## config.mk

```make
export PLATFORM = sky130hd
export DESIGN_NAME = data_registers_inv_unit
export DESIGN_NICKNAME = d
export VERILOG_FILES = /design/src/rtl/data_registers_inv_unit_pkg.sv /design/src/rtl/data_registers_inv_unit_inv_mix_column.sv /design/src/rtl/data_registers_inv_unit.sv
export SDC_FILE = /design/constraint.sdc
export NUM_CORES = 1
export LEC_CHECK = 0
export ABC_AREA = 1
export CORE_UTILIZATION = 55
export CTS_BUF_LIST = sky130_fd_sc_hd__clkbuf_16
export DETAILED_ROUTE_END_ITERATION = 12
export PLACE_DENSITY = 0.78
export SYNTH_ARGS = -nofsm -noshare
export SYNTH_HDL_FRONTEND = slang
export SYNTH_SLANG_ARGS = --single-unit
```

## constraint.sdc

```tcl
create_clock -name clk -period 4.2 [get_ports clk]
set_input_delay 0.42 -clock clk [delete_from_list [all_inputs] [get_ports clk]]
set_output_delay 0.42 -clock clk [all_outputs]
set_load 0.02 [all_outputs]
```

## src/rtl/data_registers_inv_unit_pkg.sv

```systemverilog
// Shared types and GF(2^8) helpers for the AES-128 decryption data-register unit.
package data_registers_inv_unit_pkg;

   typedef enum logic [2:0] {
      IDLE,
      LOAD,
      ARK,
      ISR,
      SUB,
      IMC,
      OUT
   } state_t;

   localparam int BEATS   = 8;
   localparam int IMC_CYC = 4;
   localparam logic [7:0] GF_POLY = 8'h1B;

   function automatic logic [7:0] xtime(input logic [7:0] b);
      return {b[6:0], 1'b0} ^ (b[7] ? GF_POLY : 8'h00);
   endfunction

endpackage

```

## src/rtl/data_registers_inv_unit_inv_mix_column.sv

```systemverilog
// Combinational InvMixColumns on one 4-byte column {a0,a1,a2,a3} (matrix 0e,0b,0d,09).
module inv_mix_column_unit
   import data_registers_inv_unit_pkg::*;
(
   input  logic [31:0] col,
   output logic [31:0] res
);

   // k selects which of b, 2b, 4b, 8b are summed, so k=4'he gives 0e*b.
   function automatic logic [7:0] gmul(input logic [7:0] b, input logic [3:0] k);
      logic [7:0] x2, x4, x8;
      x2 = xtime(b);
      x4 = xtime(x2);
      x8 = xtime(x4);
      return (k[0] ? b : 8'h00) ^ (k[1] ? x2 : 8'h00) ^
             (k[2] ? x4 : 8'h00) ^ (k[3] ? x8 : 8'h00);
   endfunction

   logic [7:0] a0, a1, a2, a3;

   assign a0 = col[31:24];
   assign a1 = col[23:16];
   assign a2 = col[15:8];
   assign a3 = col[7:0];

   assign res[31:24] = gmul(a0, 4'he) ^ gmul(a1, 4'hb) ^ gmul(a2, 4'hd) ^ gmul(a3, 4'h9);
   assign res[23:16] = gmul(a0, 4'h9) ^ gmul(a1, 4'he) ^ gmul(a2, 4'hb) ^ gmul(a3, 4'hd);
   assign res[15:8]  = gmul(a0, 4'hd) ^ gmul(a1, 4'h9) ^ gmul(a2, 4'he) ^ gmul(a3, 4'hb);
   assign res[7:0]   = gmul(a0, 4'hb) ^ gmul(a1, 4'hd) ^ gmul(a2, 4'h9) ^ gmul(a3, 4'he);

endmodule

```

## src/rtl/data_registers_inv_unit.sv

```systemverilog
// AES-128 decryption state register, 2-byte serial datapath with internal phase FSM.
// Build option INVREG_ZEROIZE_EN: unload shifts in zeros and IDLE keeps the state cleared.
module data_registers_inv_unit
   import data_registers_inv_unit_pkg::*;
#(
   parameter int NR = 10
) (
   input  logic        clk,
   input  logic        rst,
   input  logic        start,
   input  logic [15:0] din,
   input  logic        din_valid,
   output logic [15:0] stateout,
   output logic        sb_bypass,
   output logic [3:0]  key_idx,
   input  logic [15:0] sbox_in,
   output logic [15:0] plain,
   output logic        plain_valid,
   input  logic        out_ready,
   output logic        busy,
   output logic        done
);

   localparam logic [2:0] LAST_BEAT = 3'(BEATS - 1);
   localparam logic [2:0] LAST_IMC  = 3'(IMC_CYC - 1);
   localparam logic [3:0] NR_4      = 4'(NR);

   state_t      state, state_nxt;
   logic [7:0]  s [16];
   logic [2:0]  beat, beat_nxt;
   logic [3:0]  rnd, rnd_nxt;
   logic        shift_en;
   logic [15:0] shift_val;
   logic [31:0] imc_res;

   inv_mix_column_unit u_imc (
      .col ({s[0], s[1], s[2], s[3]}),
      .res (imc_res)
   );

   assign stateout = {s[0], s[1]};
   assign plain    = {s[0], s[1]};

   always_ff @(posedge clk or posedge rst) begin
      if (rst) begin
         state <= IDLE;
         beat  <= '0;
         rnd   <= '0;
      end else begin
         state <= state_nxt;
         beat  <= beat_nxt;
         rnd   <= rnd_nxt;
      end
   end

   // rnd counts rounds 1..NR; key_idx in ISR/IMC repeats the index of the preceding pass.
   always_comb begin
      state_nxt   = state;
      beat_nxt    = beat;
      rnd_nxt     = rnd;
      busy        = (state != IDLE);
      done        = 1'b0;
      plain_valid = 1'b0;
      sb_bypass   = 1'b0;
      key_idx     = '0;
      shift_en    = 1'b0;
      shift_val   = sbox_in;
      case (state)
         IDLE: begin
            beat_nxt = '0;
            rnd_nxt  = '0;
            if (start) state_nxt = LOAD;
         end
         LOAD: begin
            shift_en  = din_valid;
            shift_val = din;
            if (din_valid) begin
               beat_nxt = beat + 3'd1;
               if (beat == LAST_BEAT) state_nxt = ARK;
            end
         end
         ARK: begin
            shift_en  = 1'b1;
            sb_bypass = 1'b1;
            key_idx   = NR_4;
            beat_nxt  = beat + 3'd1;
            if (beat == LAST_BEAT) begin
               state_nxt = ISR;
               rnd_nxt   = 4'd1;
            end
         end
         ISR: begin
            key_idx   = NR_4 - rnd + 4'd1;
            state_nxt = SUB;
         end
         SUB: begin
            shift_en = 1'b1;
            key_idx  = NR_4 - rnd;
            beat_nxt = beat + 3'd1;
            if (beat == LAST_BEAT) state_nxt = (rnd == NR_4) ? OUT : IMC;
         end
         IMC: begin
            key_idx  = NR_4 - rnd;
            beat_nxt = beat + 3'd1;
            if (beat == LAST_IMC) begin
               beat_nxt  = '0;
               rnd_nxt   = rnd + 4'd1;
               state_nxt = ISR;
            end
         end
         OUT: begin
            plain_valid = 1'b1;
            shift_en    = out_ready;
`ifdef INVREG_ZEROIZE_EN
            shift_val   = '0;
`else
            shift_val   = {s[0], s[1]};
`endif
            if (out_ready) begin
               beat_nxt = beat + 3'd1;
               if (beat == LAST_BEAT) begin
                  done      = 1'b1;
                  state_nxt = IDLE;
               end
            end
         end
         default: state_nxt = IDLE;
      endcase
   end

   // State bytes are column-major: s[4*c + r] holds row r of column c.
   always_ff @(posedge clk or posedge rst) begin
      if (rst) begin
         for (int i = 0; i < 16; i++) s[i] <= '0;
      end else if (shift_en) begin
         for (int i = 0; i < 14; i++) s[i] <= s[i+2];
         s[14] <= shift_val[15:8];
         s[15] <= shift_val[7:0];
      end else if (state == ISR) begin
         s[1]  <= s[13];
         s[5]  <= s[1];
         s[9]  <= s[5];
         s[13] <= s[9];
         s[2]  <= s[10];
         s[6]  <= s[14];
         s[10] <= s[2];
         s[14] <= s[6];
         s[3]  <= s[7];
         s[7]  <= s[11];
         s[11] <= s[15];
         s[15] <= s[3];
      end else if (state == IMC) begin
         for (int i = 0; i < 12; i++) s[i] <= s[i+4];
         s[12] <= imc_res[31:24];
         s[13] <= imc_res[23:16];
         s[14] <= imc_res[15:8];
         s[15] <= imc_res[7:0];
`ifdef INVREG_ZEROIZE_EN
      end else if (state == IDLE) begin
         for (int i = 0; i < 16; i++) s[i] <= '0;
`endif
      end
   end

endmodule

```

==> results of run 1 <==
[sequential cells by signal, indices dropped and copies added (netlist names)]
register / cells
s: 112
state: 3
beat: 3
rnd: 4
plain: 16
[area by class of cell]
class | count | area share [%]
clock inverter | 15 | 1.07
clock buffer | 17 | 3.31
inverter | 186 | 5.49
sequential | 138 | 26.9
tap | 270 | 2.63
timing repair buffer | 94 | 6.98
multi-input combinational | 1396 | 53.6
[routing by layer]
layer / up-vias / GRT usage [%] / routed length [µm]
li1: 5869 / - / -
met1: 5616 / 51.4 / 16500
met2: 652 / 52.9 / 16600
met3: 68 / 8.58 / 4290
met4: 0 / 13.1 / 964
met5: - / 0 / 0
[worst max-delay path: stages (launching register included)]
cell             delay, ps
dfrtp_1                440
inv_2                  150
nor3_4                  60
inv_2                  470
nor2_1                 110
o21ai_0                160
o311ai_0               160
clkdlybuf4s50_1        580
[worst max path at each step]
| stage | from | endpoint | slack [ps] | depth (start not counted) |
|---|---|---|---|---|
| 2_1_floorplan | rst | beat[0] | 80 | 1 |
| 3_3_place_gp | out_ready | s[22] | 1310 | 10 |
| 3_5_place_dp | out_ready | s[3] | 1220 | 10 |
| 4_1_cts | state[1] | key_idx[1] | 1210 | 5 |
| 5_1_grt | state[1] | s[70] | 1000 | 10 |
| 6_report | state[1] | key_idx[1] | 1200 | 7 |
[stage by stage]
stage / util [%] / worst slack, ps / hold slack (ps) / cell area, µm²
2_1_floorplan: - / 83.8 / 449 / 11700
3_3_place_gp: 59.7 / 1310 / 462 / 12300
3_5_place_dp: 59.7 / 1220 / 465 / 12300
4_1_cts: 62.5 / 1210 / 486 / 12800
5_1_grt: 62.5 / 999 / 497 / 12800
6_report: 62.5 / 1200 / 488 / 12800
[logic make-up (layout without fill, tap and decap cells)]
group,after synthesis,after routing,synth area share (%)
xor+xnor,118,118,8.91
compound gates,307,307,16.0
flops,138,138,29.6
buf+inv,312,312,11.6
simple gates,964,964,33.2
fa+ha+maj,7,7,0.749
[where the power goes]
part	switching, mW	internal [mW]	leakage, nW
sequential	0.559	1.71	1.58
clock	0.663	0.825	0.275
combinational	4.66	2.30	4.79
[cell usage after synthesis (2+ instances only)]
library cell	count	area (µm²)
o221ai_1	10	87.6
nor2_1	46	173
clkbuf_1	48	180
ha_1	7	87.6
o22ai_1	6	37.5
nand2_1	760	2850
inv_1	167	627
o21ai_0	110	551
xnor2_1	34	298
nand3_1	137	686
nand2_2	3	18.8
buf_2	35	175
a21oi_1	34	170
nand3b_1	3	22.5
o211ai_1	91	683
a21o_1	2	15.0
nand4_1	3	18.8
xor2_1	83	727
or2_1	2	12.5
inv_2	11	41.3
buf_4	38	285
o21ai_1	19	95.1
dfrtp_1	138	3450
o21bai_1	4	30.0
clkinv_1	8	30.0
nor2_4	2	22.5
a31oi_1	27	169
buf_1	5	18.8
==> metrics, run 1 <==
Startpoint Class=flop; Max VDD drop=0.396 mV; core box area=0.0206 mm²; setup TNS=0 ps; first-pass GRT wire length=~60000 µm; antenna fix cells=0; R2R Path Start=state[1]; Post-route DRC=0; Root Driver=clkbuf_16; Finish-stage setup viols=0; CP Class=reg -> out; Mean Syn Cell Area=6.33 µm²; syn nets=1890; multi-input combinational cell area=slightly below 0.007 mm²; maximum net fanout on the critical path=28; RSZ-0062 raised after global routing=no; largest net degree at the start of global routing=106; final hold vios=0; final non-filler cell total=2116; Worst Path Required=3780 ps; Synth Register Bits=around 140; via count=12.2k; placer congestion estimate=between 0.9 and 1; fraction of layout cells with a size suffix above 1=3.85%; Seq/Total Area, Yosys=29.6%; WP data arrival=approximately 2600 ps; hpwl dp=~28000 µm; Clock Pin Slew Worst Setup and Hold Paths=roughly 60 ps; commonest non-fill, non-tap cells in the layout=nand2_1 (760), inv_1 (166), dfrtp_1 (138), nand3_1 (137), o21ai_0 (110); Slew headroom=approximately 25%; initial antenna violation count=0; Die H=around 150 µm; asr flop ratio synth=100%; Post-synth EDFFs=0; Hold Path Stages=2; Die Width=148 µm; IO Port Bufs=76; Max-cap violations=0; total power=between 10 and 15 mW; drt wl/cell=about 18 µm; hold_sp=s[17]; number of CTS-inserted buffers=17; via count of the first global-routing pass=10.8k; R2R Setup Slk=roughly 1300 ps; initial DRC count=between 1k and 1.5k; Reg2Reg Depth=13; Sequential cell area=0.00345 mm²; synth unique cells=slightly above 40; fill count=1956; CTS max path bufs=2; CTS tree=built; Post-CTS Setup Bufs=0; boundary pin count=77; commonest non-fill, non-tap cell in the layout=nand2_1; hold endpoint=s[17]; Slew @ Worst Pin=1120 ps; Skew-Pair Late Insertion Delay=440 ps; Yosys warning count=0; post-DR vias/cell=just under 6; post-CTS resize count=0; total gr overflow=0; Fin Clk Skew=roughly 12 ps; Nets=1877; pwr dens=~830 mW/mm²; final WL=around 38000 µm; clock sink total=about 140; area delta synth->final=9.88%; site row count=52; antenna-violating nets left=0; Hold Buf Count CTS=0; endpoint class of the critical path=primary output; Hold Path Class=reg -> reg; mapped cell area=0.0117 mm²; RR Endpoint=s[3]; post-route clock period utilization=71.3%; aggregate global-route resource usage=36.0%; ys flop type=dfrtp_1; cell count after placement=2084; Starting Density=56.8%; Leak Pwr=approximately 6.6 nW; DIE AREA=0.0218 mm²; status=completed; minimum clock period=approximately 3000 ps; drt first pass iters=6; Slew Limit Fails=0; # H-tree levels=4; Mapped Cells=roughly 1.8k; FMAX=between 300 and 400 MHz
Note: power is estimated with default switching activity, not from simulation.
==> run 2, diff against run 1 <==
Clock period 4.2 ns to 2.7 ns, I/O delays scaled along.
==> metrics, run 2 (synthesis results as in run 1) <==
Die H=148 µm (unchanged); Clock Pin Slew Worst Setup and Hold Paths=70 ps (about the same); pwr dens=1280 mW/mm² (+53%); status=completed; total gr overflow=0 (unchanged); post-DR vias/cell=5.81 (+0.65%); Skew-Pair Late Insertion Delay=430 ps (about the same); maximum net fanout on the critical path=34 (+21%); # H-tree levels=4 (unchanged); WP data arrival=2230 ps (-350 ps); hpwl dp=30900 µm (+10%); Nets=1928 (+2.7%); aggregate global-route resource usage=38.4% (+2.4 points); Root Driver=clkbuf_16; Die Width=148 µm (unchanged); Starting Density=56.8% (unchanged); Post-CTS Setup Bufs=0 (unchanged); Biggest register=s; Slew headroom=50.5% (+25 points); Hold WS=233 ps (-255 ps); RSZ-0062 raised after global routing=no; CTS max path bufs=2 (unchanged); CTS tree=built; Finish-stage setup viols=0 (unchanged); site row count=52 (unchanged); area delta synth->final=14.2%; IO Port Bufs=76 (unchanged); placer congestion estimate=1.05 (+5.1%); via count of the first global-routing pass=11.3k (+4.5%); initial antenna violation count=0 (unchanged); post-route clock period utilization=92.7%; setup TNS=0 ps (unchanged); Worst Path Required=2430 ps (-1350 ps); commonest non-fill, non-tap cells in the layout=nand2_1 (760), inv_1 (166), nand3_1 (137), dfrtp_1 (136), o21ai_0 (109); drt wl/cell=18.8 µm (+3.6%); drt first pass iters=7 (+1); final WL=40700 µm (+6.1%); Leak Pwr=6.95 nW (+4.6%); DIE AREA=0.0218 mm² (unchanged); Post-route DRC=0 (unchanged); minimum clock period=~2500 ps; commonest non-fill, non-tap cell in the layout=nand2_1; via count=12.6k (+3.1%); Fin Clk Skew=10.3 ps (-1.45 ps); Hold Buf Count CTS=0 (unchanged); final hold vios=0 (unchanged); initial DRC count=1392 (-5.2%); Slew Limit Fails=0 (unchanged); Max-cap violations=0 (unchanged); Max VDD drop=0.750 mV (+90%); fraction of layout cells with a size suffix above 1=6.59% (+2.7 points); largest net degree at the start of global routing=91 (-14%); Hold Path Class=in -> async; Slew @ Worst Pin=737 ps (-386 ps); core box area=0.0206 mm² (unchanged); antenna-violating nets left=0 (unchanged); first-pass GRT wire length=64000 µm (+6.3%); number of CTS-inserted buffers=17 (unchanged); post-CTS resize count=1 (+1); antenna fix cells=0 (unchanged); max FFs per register=112 (unchanged); CP Class=reg -> out; endpoint class of the critical path=primary output; FMAX=around 400 MHz; clock sink total=138 (unchanged); fill count=1884 (-3.7%); boundary pin count=77 (unchanged); Startpoint Class=flop
[run 2: changes by cell type in the layout (fill, tap and decap cells not counted), moves of 2 or more]
cell             delta
buf_4              +44
buf_12              +7
inv_6               -3
clkdlybuf4s50_1     -2
clkinvlp_4          +2
dfrtp_1             -2
dfrtp_2             +2
dlymetal6s2s_1      +2
[run 2: critical path, stage by stage (launching register included)]
cell             delay [ps]
dfrtp_1                 420
inv_2                   110
nor2_2                  130
inv_1                    90
nor2_4                  140
inv_4                   160
nor2_1                  120
clkdlybuf4s50_1         620
[run 2: path summary, 6_finish.rpt]
kind,startpoint,endpoint,slack [ps],cells past startpoint
max in group asynchronous,rst,s[23],1850,3
worst max-delay path,state[1],done,200,7
min in group clk,s[21],s[21],490,2
worst max register to register,plain[2],s[29],230,12
worst min register to register,s[21],s[21],490,2
worst min-delay path,rst,s[78],230,2
[run 2: area by class of cell]
type	instances	area (µm²)	area share, %
clock buffer	17	425	3.19
clock inverter	15	161	1.21
inverter	186	709	5.31
multi-input combinational	1396	6890	51.6
sequential	138	3460	25.9
tap	270	338	2.53
timing repair buffer	145	1370	10.3
[run 2: layer usage]
metal	share of wire (%)	global-route usage (%)	vias up
li1	-	-	5973
met5	0	0	-
met4	2.7	11.0	0
met1	43	56.6	5814
met2	42	55.5	703
met3	12	9.17	91
[run 2: report_power, final]
group          total (mW)  switching, mW  internal [mW]
Clock                2.38           1.01           1.38
Combinational        11.3           7.52           3.81
Sequential           3.38          0.712           2.67
Total                17.1           9.24           7.86
[run 2: per-stage QoR]
step | setup WS (ps) | cell area [µm²] | std cells | power (mW) | util [%]
2_1_floorplan | 377 | 11700 | 1846 | 11.0 | -
3_3_place_gp | 168 | 12700 | 2135 | 14.2 | 62.0
3_5_place_dp | 172 | 12700 | 2135 | 14.3 | 62.0
4_1_cts | 37.4 | 13300 | 2167 | 16.7 | 64.9
5_1_grt | 60.9 | 13300 | 2167 | 18.3 | 64.9
6_report | 197 | 13300 | 2167 | 17.1 | 64.9
